$ cat src/rtl/shifter_pkg.sv
// Shared definitions for the pipelined left shifter: default geometry,
// fill-mode constants and the payload carried from stage to stage.
package shifter_pkg;

   localparam int DEF_WIDTH = 8;
   localparam int DEF_SHW   = 3;

   localparam logic MODE_LSL = 1'b0;
   localparam logic MODE_ROL = 1'b1;

   // shift_rem keeps the full amount; each stage clears the bit it consumed.
   typedef struct packed {
      logic [DEF_WIDTH-1:0] data;
      logic [DEF_SHW-1:0]   shift_rem;
      logic                 rot;
   } stage_payload_t;

endpackage

$ cat src/rtl/lshift_pipe_stage.sv
// One registered mux layer: optionally shifts left by SHAMT with zero or
// rotate fill, then holds the result under a valid/ready handshake.
module lshift_pipe_stage
   import shifter_pkg::*;
#(
   parameter int SHAMT = 1
) (
   input  logic           clk,
   input  logic           rst,
   input  logic           i_valid,
   output logic           o_ready,
   input  stage_payload_t i_payload,
   output logic           o_valid,
   input  logic           i_ready,
   output stage_payload_t o_payload
);

   localparam int SEL_BIT = $clog2(SHAMT);

   logic           w_sel;
   logic           w_rot;
   logic [DEF_WIDTH-1:0] w_mux;
   stage_payload_t w_next;
   logic           r_valid;
   stage_payload_t r_payload;

   assign w_sel = i_payload.shift_rem[SEL_BIT];
   assign w_rot = (i_payload.rot == MODE_ROL);

   for (genvar b = 0; b < DEF_WIDTH; b++) begin : g_bit
      if (b >= SHAMT) begin : g_shift
         assign w_mux[b] = w_sel ? i_payload.data[b-SHAMT] : i_payload.data[b];
      end else begin : g_fill
         // Vacated low bits take the bits leaving the MSB end when rotating.
         assign w_mux[b] = w_sel ? (w_rot & i_payload.data[DEF_WIDTH-SHAMT+b])
                                 : i_payload.data[b];
      end
   end

   always_comb begin
      w_next                   = i_payload;
      w_next.data              = w_mux;
      w_next.shift_rem[SEL_BIT] = 1'b0;
   end

   // An empty stage always accepts, so bubbles collapse.
   assign o_ready = !r_valid || i_ready;

   always_ff @(posedge clk) begin
      if (rst) begin
         r_valid   <= 1'b0;
         r_payload <= '0;
      end else if (o_ready) begin
         r_valid <= i_valid;
         if (i_valid) begin
            r_payload <= w_next;
         end
      end
   end

   assign o_valid   = r_valid;
   assign o_payload = r_payload;

endmodule

$ cat src/rtl/pipelined_lshift8.sv
// Pipelined 8-bit left shifter/rotator: layers shift by 4, 2, 1, each
// registered, with valid/ready on both sides and latency SHW cycles.
// Handshake: a word moves when valid && ready at a rising edge; stage k is
// ready when empty or when stage k+1 is ready (the last sees out_ready).
module pipelined_lshift8
   import shifter_pkg::*;
#(
   parameter int WIDTH = DEF_WIDTH,
   parameter int SHW   = DEF_SHW
) (
   input  logic             clk,
   input  logic             rst,
   input  logic             in_valid,
   output logic             in_ready,
   input  logic [WIDTH-1:0] in_data,
   input  logic [SHW-1:0]   in_shift,
   input  logic             in_rot,
   output logic             out_valid,
   input  logic             out_ready,
   output logic [WIDTH-1:0] out_data
);

   logic [SHW:0]   w_valid;
   logic [SHW:0]   w_ready;
   stage_payload_t w_pay [0:SHW];

   assign w_valid[0]        = in_valid;
   assign w_pay[0].data      = in_data;
   assign w_pay[0].shift_rem = in_shift;
   assign w_pay[0].rot       = in_rot;
   assign in_ready           = w_ready[0];
   assign w_ready[SHW]       = out_ready;

   for (genvar k = 0; k < SHW; k++) begin : g_stage
      lshift_pipe_stage #(
         .SHAMT (1 << (SHW - 1 - k))
      ) u_stage (
         .clk       (clk),
         .rst       (rst),
         .i_valid   (w_valid[k]),
         .o_ready   (w_ready[k]),
         .i_payload (w_pay[k]),
         .o_valid   (w_valid[k+1]),
         .i_ready   (w_ready[k+1]),
         .o_payload (w_pay[k+1])
      );
   end

   // Output comes straight from the last stage register.
   assign out_valid = w_valid[SHW];
   assign out_data  = w_pay[SHW].data;

endmodule

$ cat config.mk
export PLATFORM = sky130hd
export DESIGN_NAME = pipelined_lshift8
export DESIGN_NICKNAME = d
export VERILOG_FILES = /design/src/rtl/shifter_pkg.sv /design/src/rtl/lshift_pipe_stage.sv /design/src/rtl/pipelined_lshift8.sv
export SDC_FILE = /design/constraint.sdc
export NUM_CORES = 1
export LEC_CHECK = 0
export BUFFER_PORTS_ARGS = -buffer_cell sky130_fd_sc_hd__buf_4
export CORE_MARGIN = 2
export CORE_UTILIZATION = 45
export CTS_CLUSTER_DIAMETER = 120
export CTS_CLUSTER_SIZE = 30
export DETAILED_ROUTE_END_ITERATION = 8
export GPL_TIMING_DRIVEN = 1
export PLACE_DENSITY = 0.69
export SLEW_MARGIN = 20
export SYNTH_ARGS = -nofsm -noshare
export SYNTH_HDL_FRONTEND = slang
export SYNTH_SLANG_ARGS = --single-unit
$ cat constraint.sdc
create_clock -name clk -period 1.1 [get_ports clk]
set_input_delay 0.055 -clock clk [delete_from_list [all_inputs] [get_ports clk]]
set_output_delay 0.055 -clock clk [all_outputs]
set_load 0.005 [all_outputs]
**Word-level counts from Yosys, hierarchy flattened**

Index checks and enable logic that the tools add are counted.

- Register bits: 32
- Bits in latches: 0
- Memory bits (writable): 0
- ROM bits: 0
- Input port bits: 16
- Memories: 0

- $add $sub $neg: 0
- Multipliers: 0
- Divide/modulo/power cells: 0
- $lt $le $gt $ge: 0
- Equality and inequality tests: 0
- Shift operators: 0
- Mux-type cells: 24
- Bitwise operators: 7
- Reductions and logical operators: 9

Operators by type and width:

| kind | number |
|---|---|
| $mux W1 | 24 |
| $and A1 B1 Y1 | 7 |
| $reduce_and A2 Y1 | 3 |
| $logic_not A1 Y1 | 3 |
| $logic_or A1 B1 Y1 | 3 |

**Logic depth before layout (Yosys ltp)**

Gate-level depths: netlist of run 1.

- Word-level depth: 5
- Depth in mapped cells: 5

**By module**

From an unflattened synthesis of run 1, not the netlist that was laid out.

- Cell total of the unflattened synthesis: 175
- Area, all modules: 1816.7 um^2

Modules (own cells, without submodules):

| module | instances | cells each | area each (um^2) | sequential area each (um^2) |
|---|---|---|---|---|
| lshift_pipe_stage (g_stage[0].u_stage) | 1 | 60 | 618.1 | 240.2 |
| lshift_pipe_stage (g_stage[1].u_stage) | 1 | 58 | 600.6 | 240.2 |
| lshift_pipe_stage (g_stage[2].u_stage) | 1 | 57 | 598.1 | 240.2 |

**Worst setup path before layout of run 1**

Ideal clock, no wire load.

- Path kind: register to register
- From: register g_stage[2].u_stage.r_valid
- To: register g_stage[2].u_stage.r_payload (netlist bit g_stage[2].u_stage.o_payload[4])
- Setup time: 0.088 ns
- Arrival: 1.023 ns
- Path slack: -0.011 ns
- Stages on the path, launching flop included: 6
- Period minus slack after synthesis: 1.111 ns
- Cell sequence: dfxtp_1 nand2b_1 buf_6 and2_4 buf_6 a311oi_2

- Word-level cells in the longest chain between the ends: 3

RTL lines:

| what | line | source |
|---|---|---|
| start, declared | lshift_pipe_stage.sv:24 | `logic r_valid;` |
| start signal, assigned | lshift_pipe_stage.sv:54 | `r_valid <= i_valid;` |
| $logic_not A1 Y1 | lshift_pipe_stage.sv:47 | `assign o_ready = !r_valid \|\| i_ready;` |
| $logic_or A1 B1 Y1 | lshift_pipe_stage.sv:47 |  |
| $reduce_and A2 Y1 (no line) | -- |  |
| end signal, assigned | lshift_pipe_stage.sv:56 | `r_payload <= w_next;` |
| end, declared | lshift_pipe_stage.sv:25 | `stage_payload_t r_payload;` |

No other way between the ends.
A chain may end at the register's enable or synchronous reset.

**Final worst setup path of run 1**

- From: register g_stage[2].u_stage.r_valid
- To: output in_ready

- Word-level cells in the longest chain between the ends: 4

RTL lines:

| what | line | source |
|---|---|---|
| $logic_not A1 Y1 | lshift_pipe_stage.sv:47 |  |
| $logic_or A1 B1 Y1 (3 in a row) | lshift_pipe_stage.sv:47 |  |
| end, declared | pipelined_lshift8.sv:14 | `output logic in_ready,` |

No other way between the ends.

==> results of run 1 <==
## power by group through the flow
stage                     sequential [mW]  combinational, mW  clock (mW)
after global placement               1.31              0.341           0
after global routing                 1.31              0.439       0.683
after floorplan                      1.29              0.246           0
after CTS                            1.29              0.372       0.623
final                                1.30              0.403       0.611
after detailed placement             1.31              0.350           0
## critical path: cells and delay by family (launching register included)
family        cells  cell delay (ns)
flops             1             0.39
simple gates      1             0.12
buf+inv           2             0.26
## cell families (layout without fill, tap and decap cells)
| family | count (synthesis) | in the layout | share of synthesized area [%] |
|---|---|---|---|
| AOI/OAI and AO/OA | 58 | 58 | 28.25 |
| buffers and inverters | 19 | 46 | 6.655 |
| DFF | 32 | 32 | 41.56 |
| muxes | 19 | 19 | 12.34 |
| and+or+nand+nor | 25 | 25 | 11.20 |
## metrics by stage
stage,area (um^2),hold WS (ns)
after floorplan,1543,0.2229
after global placement,1767,0.3356
after detailed placement,1767,0.3304
after CTS,1903,0.02506
after global routing,1998,0.02427
final,1998,0.03618
## synthesized netlist by cell type, types with 2 or more instances
master,instances,share of area (%)
a211oi_1,7,3.4
a211oi_2,14,11
a21oi_1,27,8.8
a311oi_1,2,1.1
a31oi_1,4,1.6
and2_4,2,1.1
buf_2,6,1.9
buf_6,3,2.2
clkbuf_1,6,1.5
dfxtp_1,32,42
inv_1,3,0.73
mux2i_1,19,12
nand2b_1,9,3.7
nand3_1,3,0.97
nand4b_1,3,1.7
nor2b_1,4,1.6
o21ai_1,3,0.97
## what timing repair did
item | in CTS | in global routing
buffers inserted | 2 | 1
endpoints found under the hold margin | 2 | 0
gates resized for setup | 16 | 17
hold buffers | 2 | 0
pin swaps | 7 | 5
setup endpoints to repair | 11 | 25
## area by class of cell
class                   instances  area [um^2]
well taps                      46        57.56
clock inverters                 1        5.005
multi-input cells             102        920.9
clock buffers                   6        41.29
fillers                       297         1313
flip-flops and latches         32        650.6
inverters                       3        11.26
repair buffers                 36        311.5
## path summary, 6_finish.rpt
kind	startpoint	to	slack [ns]	cells past startpoint
worst max-delay path	g_stage[2].u_stage.o_valid	in_ready	-0.04	3
worst min-delay path	rst	g_stage[0].u_stage.o_payload[9]	0.04	2
worst max register to register	g_stage[2].u_stage.o_valid	g_stage[0].u_stage.o_payload[10]	-0.01	5
worst min register to register	g_stage[0].u_stage.o_payload[1]	g_stage[0].u_stage.o_payload[1]	0.49	2
## registers in the layout, indices dropped and copies added (netlist names)
register and flops:
g_stage.u_stage.o_payload 29, g_stage.u_stage.o_valid 3
## per-layer routing
layer,vias up,global-route usage (%),share of wire [%]
met5,-,0,0
met4,0,7.500,1.8
met3,10,6.306,4.7
met2,37,30.38,51
met1,580,21.24,42
li1,622,-,-
==> impl_metrics.csv, run 1 <==
group,metric,value,unit
critical_path,path_cells,"nand4b_4, buf_6, buf_6",
place,dp.cells,214,
timing,setup_viol,6,
finish,syn_to_final_growth,29.63,%
floorplanning,core,0.003311,mm^2
clocking,cts_tree,"yes",
finish,drive_gt1_share,43.33,%
power,netSwitchingFraction,27.67,%
route,drc,0,
timing,tns,-0.07290,ns
floorplanning,die_h,62.53,um
synthesis,synth_edf_count,0,
critical_path,crit_path_start_kind,"flip-flop",
clocking,clock_sinks,32,
route,wl_per_cell,14.73,um
power,pwr_density_cell,1156,mW/mm^2
global_routing,antenna_found_initial,0,
power,p_leak,0.7175,nW
timing,fin_crit,1.139,ns
timing,maxSlewViolCount,0,
global_routing,track_usage,18.20,%
finish,n_antenna_cell,0,
critical_path,cpMostUsedCell,"buf_6",
clocking,cts.clk_slew.worst_paths,0.09,ns
critical_path,crit_slowest_cell,"dfxtp_4",
synthesis,ys.flop_type,"dfxtp_1",
route,routed_via_density,5.527,
power,irDropWorstVdd,602.0,uV
job,drv_cap,0,
clocking,clk_latency,0.33,ns
timing,max_slew_margin,84.68,%
synthesis,yosys_register_bits,32,
place,io_buffers,25,
synthesis,syn-num-nets,169,
timing,clock_skew,0.005350,ns
route,ant_nets,0,
finish,final_core_util,60.36,%
timing,finalCritPeriodShare,103.5,%
place,globalplace.congestion,0.7472,
finish,mostFrequentLayoutCell,"buf_4",
global_routing,grt_overflow_total,0,
critical_path,path_class,"reg2out",
power,power_frac_seq,56.1,%
run_status,status,"complete, but fails checks",
finish,finalNetCount,196,
critical_path,path_max_fanout,4,
timing,tightest_slew,0.2234,ns
floorplanning,initial_utilization,46.56,%
clocking,htreeDepth,2,
run_status,violations,"negative setup slack",
finish,final_cell_mix,"buf_4 (29), dfxtp_1 (28), mux2i_1 (19), a21oi_1 (19), a211oi_2 (18)",
hold_path,hp-class,"in2reg",
clocking,cts_buffer_depth,2,
synthesis,yosysWarnings,0,
power,total_power,2.309,mW
finish,final_cells,226,
route,drtIter0Drc,18,
clocking,cts_buffers,5,
power,clock_power_share,26.5,%
power,switchingPower,0.6390,mW
synthesis,async_flop_share,0,%
timing,hold_violations,0,
critical_path,critPathArrivalTime,1.08,ns
route,finalWirelength,3.328,mm
global_routing,grt_pass1_wl,5.651,mm
synthesis,seq_area_frac_synth,41.56,%
timing,setup_ws,-0.03867,ns
power,internal_power,1.670,mW
clocking,cts-root-buf,"clkbuf_4",
synthesis,synthesis.area,0.001541,mm^2
place,dp_slack,-0.05924,ns
critical_path,cp_slowest_stage_delay,0.39,ns
critical_path,crit_required,1.04,ns
route,vias,1249,
global_routing,grt_max_degree,20,
timing,max_freq,0.8782,GHz
synthesis,syn_inst,153,
synthesis,ys_types,23,
power,comb_power_share,17.4,%
place,hpwl,2.274,mm
floorplanning,io_pins,26,
floorplanning,dieArea,0.003909,mm^2
route,first_pass_iters,4,
floorplanning,die_w,62.53,um
floorplanning,rows,21,
global_routing,grt_pass1_vias,1229,
synthesis,synth_area_per_cell,10.08,um^2
timing,rsz0062_at_grt,"true",
critical_path,end_kind,"output pin",
No activity file was read; power rests on OpenSTA's default activity.
==> inputs of run 2 (changes only) <==
Settings changed: CELL_PAD_IN_SITES_DETAIL_PLACEMENT set to 1, CELL_PAD_IN_SITES_GLOBAL_PLACEMENT set to 1, CORE_UTILIZATION 45 to 38, PLACE_DENSITY 0.69 to not set, PLACE_DENSITY_LB_ADDON set to 0.1.
==> impl_metrics.csv, run 2 (synthesis gave the netlist of run 1 again) <==
group,metric,value,unit
critical_path,cp.buffers_inverters,2,
global_routing,grt_overflow_total,0,
route,ant_nets,0,
route,vias,1243,
critical_path,critPathArrivalTime,1.06,ns
critical_path,path_class,"reg2out",
critical_path,cp-startpoint,"g_stage[2].u_stage.o_valid",
critical_path,rrSetupSlack,0.01,ns
place,hpwl,2.612,mm
floorplanning,die_h,67.69,um
timing,worst_hold_slack,0.03883,ns
place,io_buffers,25,
floorplanning,dieArea,0.004582,mm^2
finish,seqCellArea,653.1,um^2
global_routing,grt_pass1_wl,6.189,mm
clocking,clock_sinks,32,
finish,fillers,441,
clocking,cts.clk_slew.worst_paths,0.06,ns
route,drc,0,
power,pwr_density_cell,1327,mW/mm^2
critical_path,cp_slowest_stage_delay,0.38,ns
critical_path,r2r_start,"g_stage[2].u_stage.o_valid",
timing,max_slew_margin,84.95,%
route,finalWirelength,3.651,mm
critical_path,cpMostUsedCell,"buf_6",
power,irDropWorstVdd,570.5,uV
place,placed_area,0.001799,mm^2
floorplanning,rows,23,
floorplanning,core,0.003943,mm^2
timing,maxSlewViolCount,0,
timing,setup_viol,1,
critical_path,rr_worst_depth,4,
critical_path,crit_path_start_kind,"flip-flop",
place,dp_slack,-0.1787,ns
floorplanning,die_w,67.69,um
critical_path,end_kind,"output pin",
timing,hold_violations,0,
global_routing,grt_max_degree,19,
timing,tightest_slew,0.2194,ns
critical_path,path_max_fanout,5,
finish,final_cell_mix,"buf_4 (31), dfxtp_1 (28), a21oi_1 (23)",
critical_path,crit_slowest_cell,"dfxtp_4",
finish,mostFrequentLayoutCell,"buf_4",
run_status,violations,"negative setup slack",
critical_path,crit_required,1.04,ns
critical_path,cp.depth,3,
route,drtIter0Drc,37,
critical_path,cp-endpoint,"in_ready",
global_routing,grt_pass1_vias,1266,
clocking,cts.hold.buffers_added,0,
clocking,cts_buffers,5,
finish,design_area,0.001999,mm^2
finish,finalNetCount,197,
timing,setup_ws,-0.01822,ns
timing,fin_crit,1.118,ns
place,globalplace.congestion,0.7089,
global_routing,track_usage,18.68,%
timing,rsz0062_at_grt,"true",
clocking,htreeDepth,2,
clocking,cts_tree,"yes",
finish,drive_gt1_share,41.99,%
route,first_pass_iters,4,
finish,syn_to_final_growth,29.71,%
route,routed_via_density,5.381,
finish,n_antenna_cell,0,
floorplanning,io_pins,26,
finish,multi_input_area,849.6,um^2
critical_path,path_cells,"nand4b_4, buf_6, buf_6",
critical_path,r2r_end,"g_stage[2].u_stage.o_payload[4]",
finish,largest_register_ffs,29,
timing,finalCritPeriodShare,101.7,%
critical_path,cp_top_family,"flip-flops",
clocking,clk_latency,0.28,ns
global_routing,antenna_found_initial,0,
hold_path,hp-class,"in2reg",
run_status,status,"complete, but fails checks",
clocking,cts_buffer_depth,2,
route,wl_per_cell,15.81,um
clocking,cts-root-buf,"clkbuf_8",
power,p_leak,0.7411,nW
timing,clock_skew,0.001873,ns
job,drv_cap,0,
timing,max_freq,0.8943,GHz
floorplanning,initial_utilization,39.10,%
==> run 2: worst reg2reg max path, delay by kind of cell (launching register included) <==
kind	cells	cell delay, ns
AOI/OAI and AO/OA	1	0.19
DFF	1	0.38
buffers and inverters	1	0.15
and+or+nand+nor	2	0.29
==> run 2: final cells by class <==
type	count	share of cell area, %
sequential	32	32.67
multi-input combinational	102	42.49
clock buffer	7	4.819
timing repair buffer	37	16.33
inverter	3	0.5632
tap	50	3.129
==> run 2: per-stage QoR <==
stage	setup TNS [ns]	power, mW	util [%]	instances
after detailed placement	-1.351	1.676	45.64	220
after CTS	-0.02466	2.669	49.64	232
after global placement	-0.5316	1.663	45.64	220
final	-0.01822	2.654	50.71	231
after floorplan	0	1.539	-	153
after global routing	-0.3833	2.784	50.71	231
==> run 2: power breakdown <==
part           leakage [nW]  total (mW)  switching (mW)  internal [mW]
clock network        0.0503       0.984           0.428          0.557
logic                 0.425       0.380           0.185          0.195
registers             0.266        1.29          0.0626           1.23
total                 0.741        2.65           0.675           1.98
==> run 2: timing repair <==
| item | in CTS | in global routing |
|---|---|---|
| cloned | 0 | 0 |
| setup endpoints to repair | 13 | 23 |
| resized for setup | 7 | 14 |
| pin swaps | 1 | 3 |
| buffers inserted | 5 | 0 |
==> run 2: layer usage <==
| layer | part of all wire (%) | wire length (um) | global-route usage (%) | up-vias |
|---|---|---|---|---|
| met5 | 0 | 0 | 0 | - |
| met4 | 1.1 | 40 | 8.418 | 0 |
| met3 | 4.7 | 172 | 6.000 | 4 |
| met2 | 54 | 1988 | 32.35 | 30 |
| met1 | 40 | 1450 | 20.69 | 595 |
| li1 | - | - | - | 614 |
==> run 2: how the worst min path moves through the flow <==
stage / cells after the start / to / startpoint
floorplan: 2 / g_stage[0].u_stage.o_payload[2] / in_shift[1]
finish: 3 / g_stage[0].u_stage.o_payload[1] / in_shift[0]
CTS: 3 / g_stage[0].u_stage.o_payload[1] / in_shift[0]
detailed placement: 3 / g_stage[0].u_stage.o_payload[1] / in_shift[0]
global placement: 3 / g_stage[0].u_stage.o_payload[2] / in_shift[1]
global route: 3 / g_stage[0].u_stage.o_payload[1] / in_shift[0]
==> inputs of run 3 (changes only) <==
Settings changed: BUFFER_PORTS_ARGS -buffer_cell sky130_fd_sc_hd__buf_4 to -buffer_cell sky130_fd_sc_hd__buf_2.
==> impl_metrics.csv, run 3 (synthesis gave the netlist of run 1 again) <==
group,metric,value,unit
route,finalWirelength,3.783,mm
clocking,cts-root-buf,"clkbuf_8",
timing,setup_viol,17,
floorplanning,die_h,67.69,um
clocking,cts.clk_slew.worst_paths,0.07,ns
critical_path,rrSetupSlack,-0.06,ns
critical_path,crit_path_start_kind,"flip-flop",
critical_path,path_class,"reg2out",
power,switchingPower,0.6871,mW
power,irDropWorstVdd,609.1,uV
timing,maxSlewViolCount,0,
route,vias,1279,
timing,tightest_slew,0.4105,ns
route,routed_via_density,5.397,
run_status,status,"complete, but fails checks",
global_routing,antenna_found_initial,0,
critical_path,critPathArrivalTime,1.13,ns
timing,rsz0062_at_grt,"true",
power,comb_power_share,15.4,%
timing,fin_crit,1.188,ns
power,internal_power,1.942,mW
critical_path,end_kind,"output pin",
critical_path,path_max_fanout,4,
finish,syn_to_final_growth,32.47,%
critical_path,crit_required,1.04,ns
floorplanning,die_w,67.69,um
finish,finalNetCount,202,
finish,final_cells,237,
finish,n_antenna_cell,0,
place,dp_slack,-0.009687,ns
place,globalplace.congestion,0.6893,
clocking,cts_tree,"yes",
timing,setup_ws,-0.08750,ns
timing,max_freq,0.8421,GHz
timing,tns,-0.5768,ns
global_routing,grt_pass1_wl,5.871,mm
place,dp.cells,222,
power,clock_power_share,35.5,%
place,hpwl,2.602,mm
clocking,cts_buffer_depth,2,
finish,mostFrequentLayoutCell,"dfxtp_1",
hold_path,hp-class,"in2reg",
timing,max_slew_margin,72.63,%
power,p_leak,0.7585,nW
clocking,htreeDepth,2,
place,io_buffers,25,
timing,finalCritPeriodShare,108.0,%
global_routing,grt_pass1_vias,1294,
run_status,violations,"negative setup slack",
floorplanning,dieArea,0.004582,mm^2
power,total_power,2.629,mW
global_routing,track_usage,17.51,%
route,ant_nets,0,
clocking,cts_buffers,5,
job,drv_cap,0,
finish,drive_gt1_share,45.99,%
clocking,clock_sinks,32,
clocking,clk_latency,0.28,ns
clocking,cts.hold.buffers_added,0,
floorplanning,io_pins,26,
floorplanning,core,0.003943,mm^2
route,wl_per_cell,15.96,um
timing,clock_skew,0.002994,ns
route,drtIter0Drc,27,
global_routing,grt_max_degree,19,
route,drc,0,
global_routing,grt_overflow_total,0,
power,netSwitchingFraction,26.14,%
finish,largest_register_ffs,29,
floorplanning,rows,23,
route,first_pass_iters,2,
power,pwr_density_cell,1287,mW/mm^2
floorplanning,initial_utilization,39.10,%
timing,hold_violations,0,
power,power_frac_seq,49.1,%
finish,final_cell_mix,"dfxtp_1 (29), buf_2 (24), mux2i_1 (19)",
-- run 3: cell types whose count changed in the layout (fill, tap and decap cells not counted), moves of 2 or more --
cell,before,now
buf_2,0,24
buf_4,31,7
a21oi_1,23,17
a21oi_2,4,7
a21oi_4,0,3
buf_6,3,6
clkbuf_1,0,2
dfxtp_4,3,1
-- run 3: timing repair --
item,4_1_cts,5_1_grt
resized for setup,17,17
setup buffers,3,2
pin swaps,6,5
setup endpoints to repair,12,29
cloned,1,1
endpoints found under the hold margin,0,0
-- run 3: critical path, cell delays in order, from the launching register on --
cell and delay, ns:
dfxtp_4 0.38, nand4b_4 0.12, buf_6 0.15, buf_6 0.10, buf_6 0.10
-- run 3: cell type report --
cell class                 instances  area (um^2)
timing repair buffer              41        320.3
clock buffer                       8        90.09
fill                             444         1901
tap                               50        62.56
inverter                           3        11.26
sequential                        32        646.9
multi-input combinational        103        910.9
-- run 3: path summary, 6_finish.rpt --
path                                                      start                         endpoint  depth (start not counted)
worst max-delay path                 g_stage[2].u_stage.o_valid                         in_ready                          4
worst min-delay path                                in_shift[1]  g_stage[0].u_stage.o_payload[2]                          3
worst max register to register       g_stage[1].u_stage.o_valid  g_stage[1].u_stage.o_payload[6]                          5
worst min register to register  g_stage[0].u_stage.o_payload[1]  g_stage[0].u_stage.o_payload[1]                          2
-- run 3: power groups by stage --
stage / sequential (mW) / combinational [mW] / clock [mW]
6_report: 1.29 / 0.405 / 0.934
5_1_grt: 1.30 / 0.440 / 1.01
4_1_cts: 1.28 / 0.377 / 0.956
3_5_place_dp: 1.31 / 0.357 / 0
3_3_place_gp: 1.30 / 0.347 / 0
2_1_floorplan: 1.29 / 0.246 / 0
-- run 3: per-layer routing --
metal  global-route usage, %  share of wire [%]
met1                   17.77                 42
met2                   32.84                 52
met3                   6.000                4.3
met4                   6.122                1.4
met5                       0                  0
-- run 3: stage by stage --
stage / hold WS [ns] / util, % / cell area [um^2]
final: 0.04074 / 51.79 / 2042
after CTS: 0.04230 / 49.29 / 1943
after detailed placement: 0.3348 / 44.75 / 1764
after floorplan: 0.2229 / - / 1543
after global routing: 0.05041 / 51.79 / 2042
after global placement: 0.3234 / 44.75 / 1764
